`src/rtl/cpu_dbg_pkg.sv`:
```
// Shared types and defaults for the CPU run/halt/dump debug controller.
package cpu_dbg_pkg;

  localparam int RF_DATA_W     = 32;
  localparam int RF_ADDR_W     = 5;
  localparam int DUMP_REGS_DEF = 13;
  localparam int CNT_W_DEF     = 16;

  typedef enum logic [2:0] {
    IDLE = 3'd0,
    RUN  = 3'd1,
    STEP = 3'd2,
    RD   = 3'd3,
    OUT  = 3'd4,
    DONE = 3'd5
  } state_t;

endpackage

```
`src/rtl/cpu_dump_streamer.sv`:
```
// Scans r0..r(DUMP_REGS-1) out of the register file's spare asynchronous read
// port as valid/ready beats, alternating an address-settle cycle and a beat.
module cpu_dump_streamer
  import cpu_dbg_pkg::*;
#(
  parameter int DATA_W    = RF_DATA_W,
  parameter int ADDR_W    = RF_ADDR_W,
  parameter int DUMP_REGS = DUMP_REGS_DEF
) (
  input  logic              clk_i,
  input  logic              rst_i,
  input  logic              kick_i,
  output logic [ADDR_W-1:0] rf_rd_addr_o,
  input  logic [DATA_W-1:0] rf_rd_data_i,
  output logic              dump_valid_o,
  input  logic              dump_ready_i,
  output logic [ADDR_W-1:0] dump_idx_o,
  output logic [DATA_W-1:0] dump_data_o,
  output logic              fin_o
);

  localparam logic [ADDR_W-1:0] LAST_IDX = ADDR_W'(DUMP_REGS - 1);

  state_t phase;

  // Final beat accepted this cycle; the top moves to DONE on the same edge.
  assign fin_o = (phase == OUT) && dump_ready_i && (dump_idx_o == LAST_IDX);

  always_ff @(posedge clk_i) begin
    if (rst_i) begin
      phase        <= IDLE;
      rf_rd_addr_o <= '0;
      dump_valid_o <= 1'b0;
      dump_idx_o   <= '0;
      dump_data_o  <= '0;
    end else begin
      // NOTE: non-blocking assignments, so dump_idx_o captures the address that
      // was presented during the RD cycle, not the one being written this edge.
      case (phase)
        RD: begin
          dump_data_o  <= rf_rd_data_i;
          dump_idx_o   <= rf_rd_addr_o;
          dump_valid_o <= 1'b1;
          phase        <= OUT;
        end
        OUT: begin
          if (dump_ready_i) begin
            dump_valid_o <= 1'b0;
            if (dump_idx_o == LAST_IDX) begin
              phase <= IDLE;
            end else begin
              rf_rd_addr_o <= rf_rd_addr_o + ADDR_W'(1);
              phase        <= RD;
            end
          end
        end
        default: begin
          if (kick_i) begin
            rf_rd_addr_o <= '0;
            phase        <= RD;
          end
        end
      endcase
    end
  end

endmodule

```
`src/rtl/cpu_run_ctrl.sv`:
```
// Run/halt/dump sequencer for CPU bring-up: gates the CPU enable for a cycle
// budget, then dumps registers. Define CPU_RUN_CTRL_SINGLE_STEP_EN for halt-to-step.
module cpu_run_ctrl
  import cpu_dbg_pkg::*;
#(
  parameter int DATA_W    = RF_DATA_W,
  parameter int ADDR_W    = RF_ADDR_W,
  parameter int DUMP_REGS = DUMP_REGS_DEF,
  parameter int CNT_W     = CNT_W_DEF
) (
  input  logic              clk_i,
  input  logic              rst_i,
  input  logic              start_i,
  input  logic [CNT_W-1:0]  cycles_i,
  input  logic              halt_req_i,
  input  logic              step_i,
  output logic              cpu_en_o,
  output logic [ADDR_W-1:0] rf_rd_addr_o,
  input  logic [DATA_W-1:0] rf_rd_data_i,
  output logic              dump_valid_o,
  input  logic              dump_ready_i,
  output logic [ADDR_W-1:0] dump_idx_o,
  output logic [DATA_W-1:0] dump_data_o,
  output logic [CNT_W-1:0]  cycle_cnt_o,
  output logic              busy_o,
  output logic              done_o
);

  state_t           state;
  logic [CNT_W-1:0] budget;
  logic             run_end;
  logic             kick;
  logic             to_step;
  logic             dump_fin;

  // The count is still pre-increment here, so this flags the last enabled cycle.
  assign run_end = (cycle_cnt_o + CNT_W'(1)) == budget;

`ifndef CPU_RUN_CTRL_SINGLE_STEP_EN
  logic unused_step;
  assign unused_step = step_i;
`endif

  always_comb begin
    // NOTE: every output of this block gets a default first so no latch is inferred.
    kick    = 1'b0;
    to_step = 1'b0;
    case (state)
      IDLE, DONE: kick = start_i && (cycles_i == '0);
`ifdef CPU_RUN_CTRL_SINGLE_STEP_EN
      RUN: begin
        to_step = halt_req_i;
        kick    = run_end && !halt_req_i;
      end
      STEP: kick = start_i;
`else
      RUN: kick = run_end || halt_req_i;
`endif
      default: ;
    endcase
  end

  always_ff @(posedge clk_i) begin
    if (rst_i) begin
      state       <= IDLE;
      budget      <= '0;
      cpu_en_o    <= 1'b0;
      cycle_cnt_o <= '0;
      busy_o      <= 1'b0;
      done_o      <= 1'b0;
    end else begin
      case (state)
        IDLE, DONE: begin
          if (start_i) begin
            budget      <= cycles_i;
            cycle_cnt_o <= '0;
            busy_o      <= 1'b1;
            done_o      <= 1'b0;
            if (kick) begin
              state <= RD;
            end else begin
              state    <= RUN;
              cpu_en_o <= 1'b1;
            end
          end
        end
        RUN: begin
          cycle_cnt_o <= cycle_cnt_o + CNT_W'(1);
          if (kick) begin
            cpu_en_o <= 1'b0;
            state    <= RD;
          end else if (to_step) begin
            cpu_en_o <= 1'b0;
            state    <= STEP;
          end
        end
`ifdef CPU_RUN_CTRL_SINGLE_STEP_EN
        STEP: begin
          if (cpu_en_o) cycle_cnt_o <= cycle_cnt_o + CNT_W'(1);
          cpu_en_o <= step_i && !start_i;
          if (kick) state <= RD;
        end
`endif
        // RD covers the whole scan; the streamer sequences its RD/OUT beats.
        RD, OUT: begin
          if (dump_fin) begin
            state  <= DONE;
            busy_o <= 1'b0;
            done_o <= 1'b1;
          end
        end
        default: state <= IDLE;
      endcase
    end
  end

  cpu_dump_streamer #(
    .DATA_W   (DATA_W),
    .ADDR_W   (ADDR_W),
    .DUMP_REGS(DUMP_REGS)
  ) u_streamer (
    .clk_i       (clk_i),
    .rst_i       (rst_i),
    .kick_i      (kick),
    .rf_rd_addr_o(rf_rd_addr_o),
    .rf_rd_data_i(rf_rd_data_i),
    .dump_valid_o(dump_valid_o),
    .dump_ready_i(dump_ready_i),
    .dump_idx_o  (dump_idx_o),
    .dump_data_o (dump_data_o),
    .fin_o       (dump_fin)
  );

endmodule

```
`config.mk`:
```
export PLATFORM = sky130hd
export DESIGN_NAME = cpu_run_ctrl
export DESIGN_NICKNAME = d
export VERILOG_FILES = /design/src/rtl/cpu_dbg_pkg.sv /design/src/rtl/cpu_dump_streamer.sv /design/src/rtl/cpu_run_ctrl.sv
export SDC_FILE = /design/constraint.sdc
export NUM_CORES = 1
export LEC_CHECK = 0
export CORE_MARGIN = 3
export CORE_UTILIZATION = 38
export DETAILED_ROUTE_END_ITERATION = 10
export PLACE_DENSITY = 0.74
export SLEW_MARGIN = 10
export SYNTH_ARGS = -nofsm -noshare
export SYNTH_HDL_FRONTEND = slang
export SYNTH_SLANG_ARGS = --single-unit
export TNS_END_PERCENT = 100
```
`constraint.sdc`:
```
create_clock -name clk_i -period 2.1 [get_ports clk_i]
set_input_delay 0.525 -clock clk_i [delete_from_list [all_inputs] [get_ports clk_i]]
set_output_delay 0.525 -clock clk_i [all_outputs]
set_load 0.02 [all_outputs]
```
---- Yosys cells after proc, flatten, opt, wreduce, memory -nomap -nowiden ----
Index checks and enable logic that the tools add are counted.
Widths: inputs -> output; s select.
word-level totals
  register bits ........................... 84
  input port bits ......................... 54
  output and inout port bits .............. 62
  word-level logic and storage cells ...... 76
operators by class
  equality and inequality tests ........... 14
  $add $sub $neg .......................... 2
  bitwise operators ....................... 1
  multiplexer cells ....................... 27
  reduce and logical (&&, ||, !) cells .... 21
operator list
  kind                   count
  $pmux 16 s2            1
  $add 16x1->16 const B  1
  $eq 16x16->1           1
  $logic_not 16->1       1
  $mux 16                1
  $mux 5                 3
  $mux 3                 4
  $ne 2x2->1 const B     6
  $pmux 1 s2             5
  $pmux 5 s2             1
  $eq 3x3->1 const B     3
  $pmux 3 s3             1
  $mux 1                 8
  $reduce_and 2->1       4
  $reduce_and 4->1       2
  $reduce_bool 2->1      4
  $eq 3x2->1 const B     2
  $pmux 3 s2             1
  $reduce_and 3->1       2
  $add 5x1->5 const B    1
  $eq 5x4->1 const B     1
  $mux 2                 2
  $reduce_or 2->1        2
  $eq 3x1->1 const B     1
  other kinds (5)        7

---- Logic depth before layout (Yosys ltp) ----
Gate-level depths: netlist of the first run.
  word-level depth ........................ 7
  depth in mapped cells ................... 8
  gate-level depth less buffers ........... 8

---- By module ----
Synthesis of the first run repeated with hierarchy kept, for this count alone.
second synthesis, totals
  cells, all modules ...................... 486
  area, all modules ....................... 3930.0 sq um
by module, submodules not included
  module             times used  seq. area each (sq um)  area an instance (sq um)  cells an instance
  cpu_run_ctrl       1           760.7                   2244.7                    275
  cpu_dump_streamer  1           900.9                   1685.4                    211

---- Worst setup path before layout of the first run ----
No wires, ideal clock.
  kind .................................... register -> register
  start point ............................. register cycle_cnt_o[0]
  end point ............................... register state[1]
  clock period less this slack ............ 2.362 ns
  data arrival time ....................... 2.288 ns
  library setup time ...................... 0.074 ns
  data required time ...................... 2.026 ns
  stages on the path, launching flop included .. 9
  path buffers ............................ 0
  slack ................................... -0.262 ns
  cells stage by stage .................... dfxtp_1 -> ha_1 -> nand4_1 -> nor3_2 -> xnor2_1 -> a211oi_4 -> a41oi_4 -> a211o_1 -> a31oi_1
between the ends
  word-level cells in the longest chain between the ends .. 7
  elaborated cells on any way between the ends .. 9
  those cells by class .................... add/sub: 1; eq/ne: 2; mux: 4; reduce/logical: 2
ends and longest elaborated chain
  item                    RTL line            RTL
  from (decl)             cpu_run_ctrl.sv:24  output logic [CNT_W-1:0] cycle_cnt_o,
  from (signal assigned)  cpu_run_ctrl.sv:88  cycle_cnt_o <= cycle_cnt_o + CNT_W'(1);
  $add 16x1->16 (*)       cpu_run_ctrl.sv:37  assign run_end = (cycle_cnt_o + CNT_W'(1)) == budget;
  $eq 16x16->1 (*)        cpu_run_ctrl.sv:37
  $logic_or 1x1->1 (*)    cpu_run_ctrl.sv:57  RUN: kick = run_end || halt_req_i;
  $pmux 1 s2 (*)          cpu_run_ctrl.sv:48  case (state)
  $mux 2                  cpu_run_ctrl.sv:79  if (kick) begin
  $mux 3                  cpu_run_ctrl.sv:74  if (start_i) begin
  $pmux 3 s3              cpu_run_ctrl.sv:72  case (state)
  to (signal assigned)    cpu_run_ctrl.sv:80  state <= RD;
  to (signal assigned)    cpu_run_ctrl.sv:82  state <= RUN;
  to (signal assigned)    cpu_run_ctrl.sv:91  state <= RD;
  to (decl)               cpu_run_ctrl.sv:29  state_t state;
Every way passes the cells marked *; elsewhere a longest branch is shown, timed or not. The select of a mux whose other input is x is not followed.
A chain may end at the register's enable or synchronous reset.

---- Worst setup path after layout of the first run ----
  start point ............................. register cycle_cnt_o[9]
  end point ............................... register state[1]
Same word-level chain as after synthesis.

==> flow_metrics.tcl, run 1 <==
set metrics [dict create \
    rrSetupSlack_ps -30 \
    status "complete, but fails checks" \
    power_density_nw_per_um2 657 \
    drc 0 \
    crit_fanout 6 \
    yosys.area_share.simple 0.285 \
    synth_top_area_share 0.428 \
    synth_commonest_cells "nand2_1, dfxtp_1, a21oi_1" \
    maxCapViolCount 0 \
    postRouteAntennaNets 0 \
    syn_area_um2 3890 \
    stdcell_area_um2 5920 \
    start_util 0.394 \
    finalNetCount 717 \
    synthAdderAreaFrac 0.00644 \
    crit_chain "buf_4, nand2_1, nor4_4, xnor2_2, a211oi_4, a41oi_4, a211o_1, a31oi_1" \
    rr_worst_depth 8 \
    cts_hold_buf 0 \
    fillers 861 \
    max_slew_margin 0.621 \
    p_leak_uw 0.00221 \
    track_usage 0.199 \
    cts-root-buf "clkbuf_8" \
    syn-instance-count 505 \
    synth_xor_area_frac 0.0496 \
    core-area_um2 9860 \
    grt_max_degree 44 \
    slowest_stage "dfxtp_2" \
    placed_area_um2 5520 \
    drive_gt1_frac 0.176 \
    diodes 0 \
    drt_iter0_markers 301 \
    crit_arrival_ps 2390 \
    rsz0062_at_grt "yes" \
    synthArstFlopShare 0 \
    pin_count 116 \
    slew_viol_final 0 \
    antenna_found_initial 0 \
    crit_type "flip-flop to flip-flop" \
    grt_pass1_wl_um 18700 \
    clock-sinks 83 \
    synth_seq_area_share 0.428 \
    endpoint_kind "flip-flop" \
    timing.rr.end "state[1]" \
    cts_max_path_buffers 2 \
    synth-compound-area-share 0.195 \
    fp-row-count 36 \
    die_h_um 107 \
    grt_pass1_vias 3938 \
    synth_top_family_by_area "simple AND/OR/NAND/NOR gates" \
    hold_class "flip-flop to flip-flop" \
    ys_ff_latch 83 \
    min_period_ps 2130 \
    min_from "u_streamer.dump_data_o[28]" \
    ys_warn_count 0 \
    wl_um 11500 \
    setup_viol_count_final 2 \
    hold_viol_final 0 \
    port_buffers 114 \
    drt_pass1_iterations 4 \
    required_ps 2370 \
    vias 4111 \
    hold_end "u_streamer.dump_data_o[28]" \
    gp_congestion 0.875 \
    die_w_um 107 \
    start_kind "flip-flop" \
    clk_pin_slew_ps 80 \
    synth_top_cell_by_area "dfxtp_1" \
    area_delta_synth_final_pct 52.4 \
    htree_levels 3 \
    skew_ps 7.66 \
    routedWlPerCell_um 14.4 \
    post-dp-hpwl_um 8270 \
    post-place-ws_ps -303 \
    synth-edff-count 0 \
    die_area_um2 11500 \
    finalPower_uw 3890 \
    tightest_slew_ps 567 \
    cts_buffers 9 \
    synth_nets 561 \
    yosys-top-cells-area "dfxtp_1, nand2_1, a21oi_1" \
    ir_worst_vdd_mv 0.394 \
    worst_slack_ps -25.3 \
    whs_ps 456 \
    fmax_mhz 471 \
    whs_path_depth 2 \
    synthDistinctLibCells 51 \
    cts_tree "done" \
    synth.most_common_cell "nand2_1" \
    vias_per_cell 5.15 \
    synthMuxAreaShare 0 \
    worstSkewPairLatency_ps 350 \
    period_share 1.01 \
    ys.flop_type "dfxtp_1" \
    max_stage_delay_ps 360 \
    syn_avg_cell_area_um2 7.70 \
    grt_overflow 0 \
    r2r_start "cycle_cnt_o[9]" \
    violations "negative setup slack" \
]
metal layers:
metal | track usage | up-vias | routed length [µm]
met2 | 0.329 | 103 | 5680
met5 | 0 | - | 0
met3 | 0.0313 | 19 | 582
met1 | 0.269 | 1934 | 5100
li1 | - | 2055 | -
met4 | 0.0566 | 0 | 163
cells by family after synthesis:
kind of cell,Yosys count
AOI/OAI and AO/OA,127
adders and majority gates,2
xor gates and xnor gates,22
buffers and inverters,36
and+or+nand+nor,235
DFF,83
what timing repair did:
item,in CTS,in global routing
gates resized for setup,20,12
pin swaps,13,8
setup buffers,10,2
cloned,0,0
setup endpoints to repair,8,12
worst max-delay path by stage:
stage / start / to / slack [ps] / cells after the start
after floorplan: cycle_cnt_o[2] / state[1] / -5 / 8
after global placement: cycles_i[10] / u_streamer.phase[1] / -320 / 8
after detailed placement: cycles_i[10] / u_streamer.phase[1] / -300 / 8
after CTS: cycle_cnt_o[0] / u_streamer.rf_rd_addr_o[0] / -9 / 8
after global routing: cycle_cnt_o[1] / state[1] / -110 / 8
final: cycle_cnt_o[9] / state[1] / -30 / 8
area by class of cell:
class                      count  area (µm²)  share of cell area
tap                          133         166              0.0281
timing repair buffer         175        1650               0.278
inverter                       6        22.5             0.00380
multi-input combinational    386        2190               0.370
clock buffer                   9         124              0.0209
clock inverter                 6        90.1              0.0152
sequential                    83        1690               0.284
flip-flops by register name, summed over array words and instances, names as in the netlist, 2 cells and up:
| register | count |
|---|---|
| u_streamer.phase | 2 |
| state | 3 |
| cycle_cnt_o | 16 |
| u_streamer.dump_idx_o | 5 |
| budget | 16 |
| u_streamer.rf_rd_addr_o | 5 |
| u_streamer.dump_data_o | 32 |
worst max-delay path: cells and delay by family (launching register included):
family | cells | cell delay [ps]
AOI/OAI and AO/OA | 4 | 990
xor gates and xnor gates | 1 | 130
buffers and inverters | 1 | 130
and+or+nand+nor | 2 | 440
DFF | 1 | 360
metrics by stage:
| step | cells | TNS [ps] | utilization |
|---|---|---|---|
| global placement | 772 | -1800 | 0.560 |
| detailed placement | 772 | -1730 | 0.560 |
| CTS | 796 | -13.0 | 0.593 |
| finish | 798 | -27.6 | 0.601 |
| global route | 798 | -589 | 0.601 |
| floorplan | 505 | -4.84 | - |
where the power goes:
part | internal (µW) | switching, µW
Combinational | 418 | 477
Sequential | 1660 | 70.0
Clock | 668 | 593
Total | 2750 | 1140
placed cells by master, fill, tap and decap left out, drive strengths merged, types with 3 or more instances in the layout:
| cell | count |
|---|---|
| and3 | 5 |
| nor3b | 3 |
| nand2 | 127 |
| and4 | 5 |
| xnor2 | 14 |
| or3 | 5 |
| a211oi | 5 |
| o211ai | 4 |
| nand3 | 9 |
| nor2 | 38 |
| xor2 | 8 |
| nor2b | 3 |
| nand3b | 4 |
| a31oi | 5 |
| clkdlybuf4s50 | 110 |
| clkbuf | 9 |
| nand4 | 8 |
| dfxtp | 83 |
| nor4 | 9 |
| a21oi | 76 |
| and2 | 3 |
| nand2b | 4 |
| inv | 7 |
| buf | 62 |
| o21ai | 21 |
| nor3 | 8 |
No activity file was read; power rests on OpenSTA's default activity.
==> run 2: changes to the inputs <==
Settings changed: PLACE_DENSITY 0.74 to 0.72, RECOVER_POWER set to 50, TNS_END_PERCENT 100 to 50.
Clock period 2.1 ns to 2.6 ns, I/O delays scaled along.
==> flow_metrics.tcl, run 2 (synthesized netlist as in run 1, its figures left out) <==
set metrics [dict create \
    drc 0 \
    die_area_um2 11500 \
    required_ps 2900 \
    rsz0062_at_grt "no" \
    drt_iter0_markers 236 \
    clk_pin_slew_ps 80 \
    area_delta_synth_final_pct 39.0 \
    worstSkewPairLatency_ps 370 \
    post-place-ws_ps 61.6 \
    vias_per_cell 5.21 \
    start_kind "flip-flop" \
    grt_pass1_vias 3703 \
    gp_congestion 0.870 \
    cp-endpoint "state[1]" \
    skew_ps 9.10 \
    min_from "u_streamer.dump_data_o[31]" \
    antenna_found_initial 0 \
    worst_slack_ps 241 \
    slew_viol_final 0 \
    hold_viol_final 0 \
    endpoint_kind "flip-flop" \
    hold_class "flip-flop to flip-flop" \
    grt_pass1_wl_um 17600 \
    finalNetCount 671 \
    drive_gt1_frac 0.0645 \
    crit_fanout 10 \
    final_cell_mix "nand2_1, clkdlybuf4s50_1, dfxtp_1" \
    tightest_slew_ps 841 \
    post-dp-hpwl_um 7880 \
    power_density_nw_per_um2 568 \
    rr_worst_depth 7 \
    fmax_mhz 424 \
    worstSetupStartpoint "cycle_cnt_o[3]" \
    vias 3922 \
    cts_buffers 9 \
    die_h_um 107 \
    core-area_um2 9860 \
    timing.rr.end "state[1]" \
    wl_um 10600 \
    ir_worst_vdd_mv 0.282 \
    grt_overflow 0 \
    diodes 0 \
    htree_levels 3 \
    r2r_start "cycle_cnt_o[3]" \
    start_util 0.394 \
    fin_tns_setup_ps 0 \
    clock-sinks 83 \
    fp-row-count 36 \
    cts_resized 0 \
    fillers 925 \
    cts-root-buf "clkbuf_8" \
    grt_max_degree 44 \
    final_common_cell "nand2_1" \
    finalPower_uw 3070 \
    postCtsSetupRepairBufs 0 \
    regMostFlops "u_streamer.dump_data_o" \
    crit_arrival_ps 2660 \
    crit_type "flip-flop to flip-flop" \
    cts_max_path_buffers 2 \
    routedWlPerCell_um 14.1 \
    track_usage 0.190 \
    cts_hold_buf 0 \
    pin_count 116 \
    postRouteAntennaNets 0 \
    cts_tree "done" \
    period_share 0.907 \
    largestRegisters "u_streamer.dump_data_o (32), budget (16), cycle_cnt_o (16)" \
    setup_viol_count_final 0 \
    max_slew_margin 0.439 \
    largest_register_ffs 32 \
    maxCapViolCount 0 \
    port_buffers 114 \
    status "complete, no violations" \
    die_w_um 107 \
    drt_pass1_iterations 4 \
    rrSetupSlack_ps 240 \
    min_period_ps 2360 \
    p_leak_uw 0.00191 \
]
run 2: worst min-delay path by stage:
stage / end / slack, ps / depth (start not counted)
after global routing: u_streamer.dump_data_o[14] / 470 / 2
after global placement: u_streamer.dump_data_o[14] / 440 / 2
after CTS: u_streamer.dump_data_o[14] / 460 / 2
after floorplan: budget[15] / 450 / 2
after detailed placement: u_streamer.dump_data_o[14] / 450 / 2
final: u_streamer.dump_data_o[31] / 450 / 2
run 2: layout make-up:
type,instances,area [µm²],area share
Multi-Input combinational cell,386,2090,0.387
Sequential cell,83,1660,0.308
Timing Repair Buffer,129,1250,0.231
Tap cell,133,166,0.0308
Clock buffer,10,128,0.0236
Clock inverter,6,87.6,0.0162
Inverter,6,22.5,0.00417
run 2: where the power goes:
group	switching, µW	total (µW)	internal (µW)
registers	53.3	1400	1350
logic	360	641	281
clock network	483	1030	543
run 2: per-layer routing:
layer | vias to the layer above | GRT usage | wire (µm)
li1 | 1973 | - | -
met1 | 1809 | 0.247 | 4710
met2 | 112 | 0.303 | 5100
met3 | 28 | 0.0433 | 608
met4 | 0 | 0.0758 | 235
met5 | - | 0 | 0
run 2: worst max-delay path: stages (launching register included):
cell and delay (ps):
dfxtp_1 530, nand2_2 180, nor3_1 410, xnor2_1 200, o2111a_1 310, a41oi_4 190
a211o_1 320, a31oi_1 160
run 2: through the flow:
| stage | area [µm²] | hold slack (ps) | util | instances |
|---|---|---|---|---|
| 3_3_place_gp | 5200 | 441 | 0.527 | 737 |
| 5_1_grt | 5400 | 475 | 0.548 | 753 |
| 4_1_cts | 5420 | 462 | 0.549 | 753 |
| 6_report | 5400 | 454 | 0.548 | 753 |
| 2_1_floorplan | 3890 | 448 | - | 505 |
| 3_5_place_dp | 5200 | 449 | 0.527 | 737 |
==> run 3: changes to the inputs <==
Settings changed: CELL_PAD_IN_SITES_DETAIL_PLACEMENT set to 2, CELL_PAD_IN_SITES_GLOBAL_PLACEMENT set to 2, CORE_UTILIZATION 38 to 28, MAX_ROUTING_LAYER set to met4, PLACE_DENSITY 0.72 to 0.9.
==> flow_metrics.tcl, run 3 (synthesized netlist as in run 1, its figures left out) <==
set metrics [dict create \
    core-area_um2 13400 \
    endpoint_kind "flip-flop" \
    worst_slack_ps 93.1 \
    internal-power_uw 2480 \
    max_slew_margin 0.388 \
    post-dp-hpwl_um 11500 \
    final_cell_mix "nand2_1, clkdlybuf4s50_1, dfxtp_1" \
    vias_per_cell 5.37 \
    status "complete, no violations" \
    drive_gt1_frac 0.0927 \
    largestRegisters "u_streamer.dump_data_o (32), budget (16), cycle_cnt_o (16)" \
    worstSkewPairLatency_ps 360 \
    wl_um 17900 \
    fillers 1499 \
    crit_arrival_ps 2770 \
    grt_max_degree 84 \
    port_buffers 114 \
    multi_input_area_um2 2110 \
    antenna_found_initial 0 \
    p_sw_uw 1110 \
    finalNetCount 677 \
    gp_congestion 0.877 \
    fin_tns_setup_ps 0 \
    stdcell_area_um2 5640 \
    cts-root-buf "clkbuf_16" \
    regMostFlops "u_streamer.dump_data_o" \
    final_common_cell "nand2_1" \
    grt_pass1_wl_um 27200 \
    grt_overflow 0 \
    crit_fanout 6 \
    drt_iter0_markers 293 \
    placed_area_um2 5290 \
    p_clk_frac 0.404 \
    skew_ps 9.07 \
    postRouteAntennaNets 0 \
    vias 4307 \
    regArea_um2 1670 \
    whs_ps 455 \
    routedWlPerCell_um 22.3 \
    pin_count 116 \
    power.share.sequential 0.394 \
    largest_register_ffs 32 \
    drt_pass1_iterations 4 \
    clock-sinks 83 \
    required_ps 2860 \
    cts_buffers 9 \
    htree_levels 3 \
    grt_pass1_vias 4679 \
    cts_max_path_buffers 2 \
    start_kind "flip-flop" \
    die_h_um 124 \
    hold_class "flip-flop to flip-flop" \
    clk_pin_slew_ps 60 \
    fp-row-count 42 \
    power_density_nw_per_um2 635 \
    area_delta_synth_final_pct 45.2 \
    hold_viol_final 0 \
    cts_hold_buf 0 \
    die_area_um2 15300 \
    track_usage 0.238 \
    slew_viol_final 0 \
    die_w_um 124 \
    ir_worst_vdd_mv 0.391 \
    final_util 0.421 \
    setup_viol_count_final 0 \
    drc 0 \
    fmax_mhz 399 \
    crit_type "flip-flop to flip-flop" \
    cts_tree "done" \
    diodes 0 \
    start_util 0.290 \
    period_share 0.964 \
    post-place-ws_ps -37.7 \
    combPwrFrac 0.202 \
    tightest_slew_ps 918 \
    p_leak_uw 0.00208 \
    rrSetupSlack_ps 90 \
    switching_share 0.309 \
    maxCapViolCount 0 \
    min_period_ps 2510 \
]
==> run 3: final timing paths <==
kind | startpoint | end | cells past startpoint
worst max register to register | cycle_cnt_o[3] | state[1] | 8
worst min-delay path | u_streamer.dump_data_o[26] | u_streamer.dump_data_o[26] | 2
worst min register to register | u_streamer.dump_data_o[26] | u_streamer.dump_data_o[26] | 2
worst max-delay path | cycle_cnt_o[3] | state[1] | 8
==> run 3: metrics by stage <==
stage	std cells	total power [µW]
final	802	3580
after global routing	802	3730
after CTS	801	3620
after detailed placement	785	2140
after global placement	785	2090
after floorplan	505	1800
==> run 3: per-layer routing <==
metal	up-vias	global-route usage	wire (µm)
li1	1976	-	-
met1	2177	0.290	7460
met2	126	0.410	9380
met3	28	0.0263	691
met4	0	0.0775	344
met5	-	-	0
==> run 3: timing repair <==
action / in CTS / in global routing
gates resized for setup: 1 / 8
buffers inserted: 0 / 1
pin swaps: 0 / 1
endpoints found under the setup margin: 2 / 7
==> run 3: cell type report <==
type | count | share of cell area
multi-input combinational | 386 | 0.374
clock inverter | 7 | 0.0175
sequential | 83 | 0.295
inverter | 6 | 0.00399
timing repair buffer | 135 | 0.231
clock buffer | 9 | 0.0399
tap | 176 | 0.0390
==> run 3: power groups by stage <==
stage | Combinational [µW] | Sequential, µW | Clock (µW)
floorplan | 318 | 1480 | 0
global placement | 662 | 1430 | 0
global route | 783 | 1420 | 1530
CTS | 733 | 1410 | 1480
detailed placement | 705 | 1440 | 0
finish | 724 | 1410 | 1450
==> run 3: worst max-delay path: stages, from the launching register on <==
cell and delay [ps]:
dfxtp_1 480, buf_4 210, and2_1 170, nand3_1 190, nor3b_2 270, o2111a_1 320
a41oi_4 210, a211o_1 350, a31oi_1 210
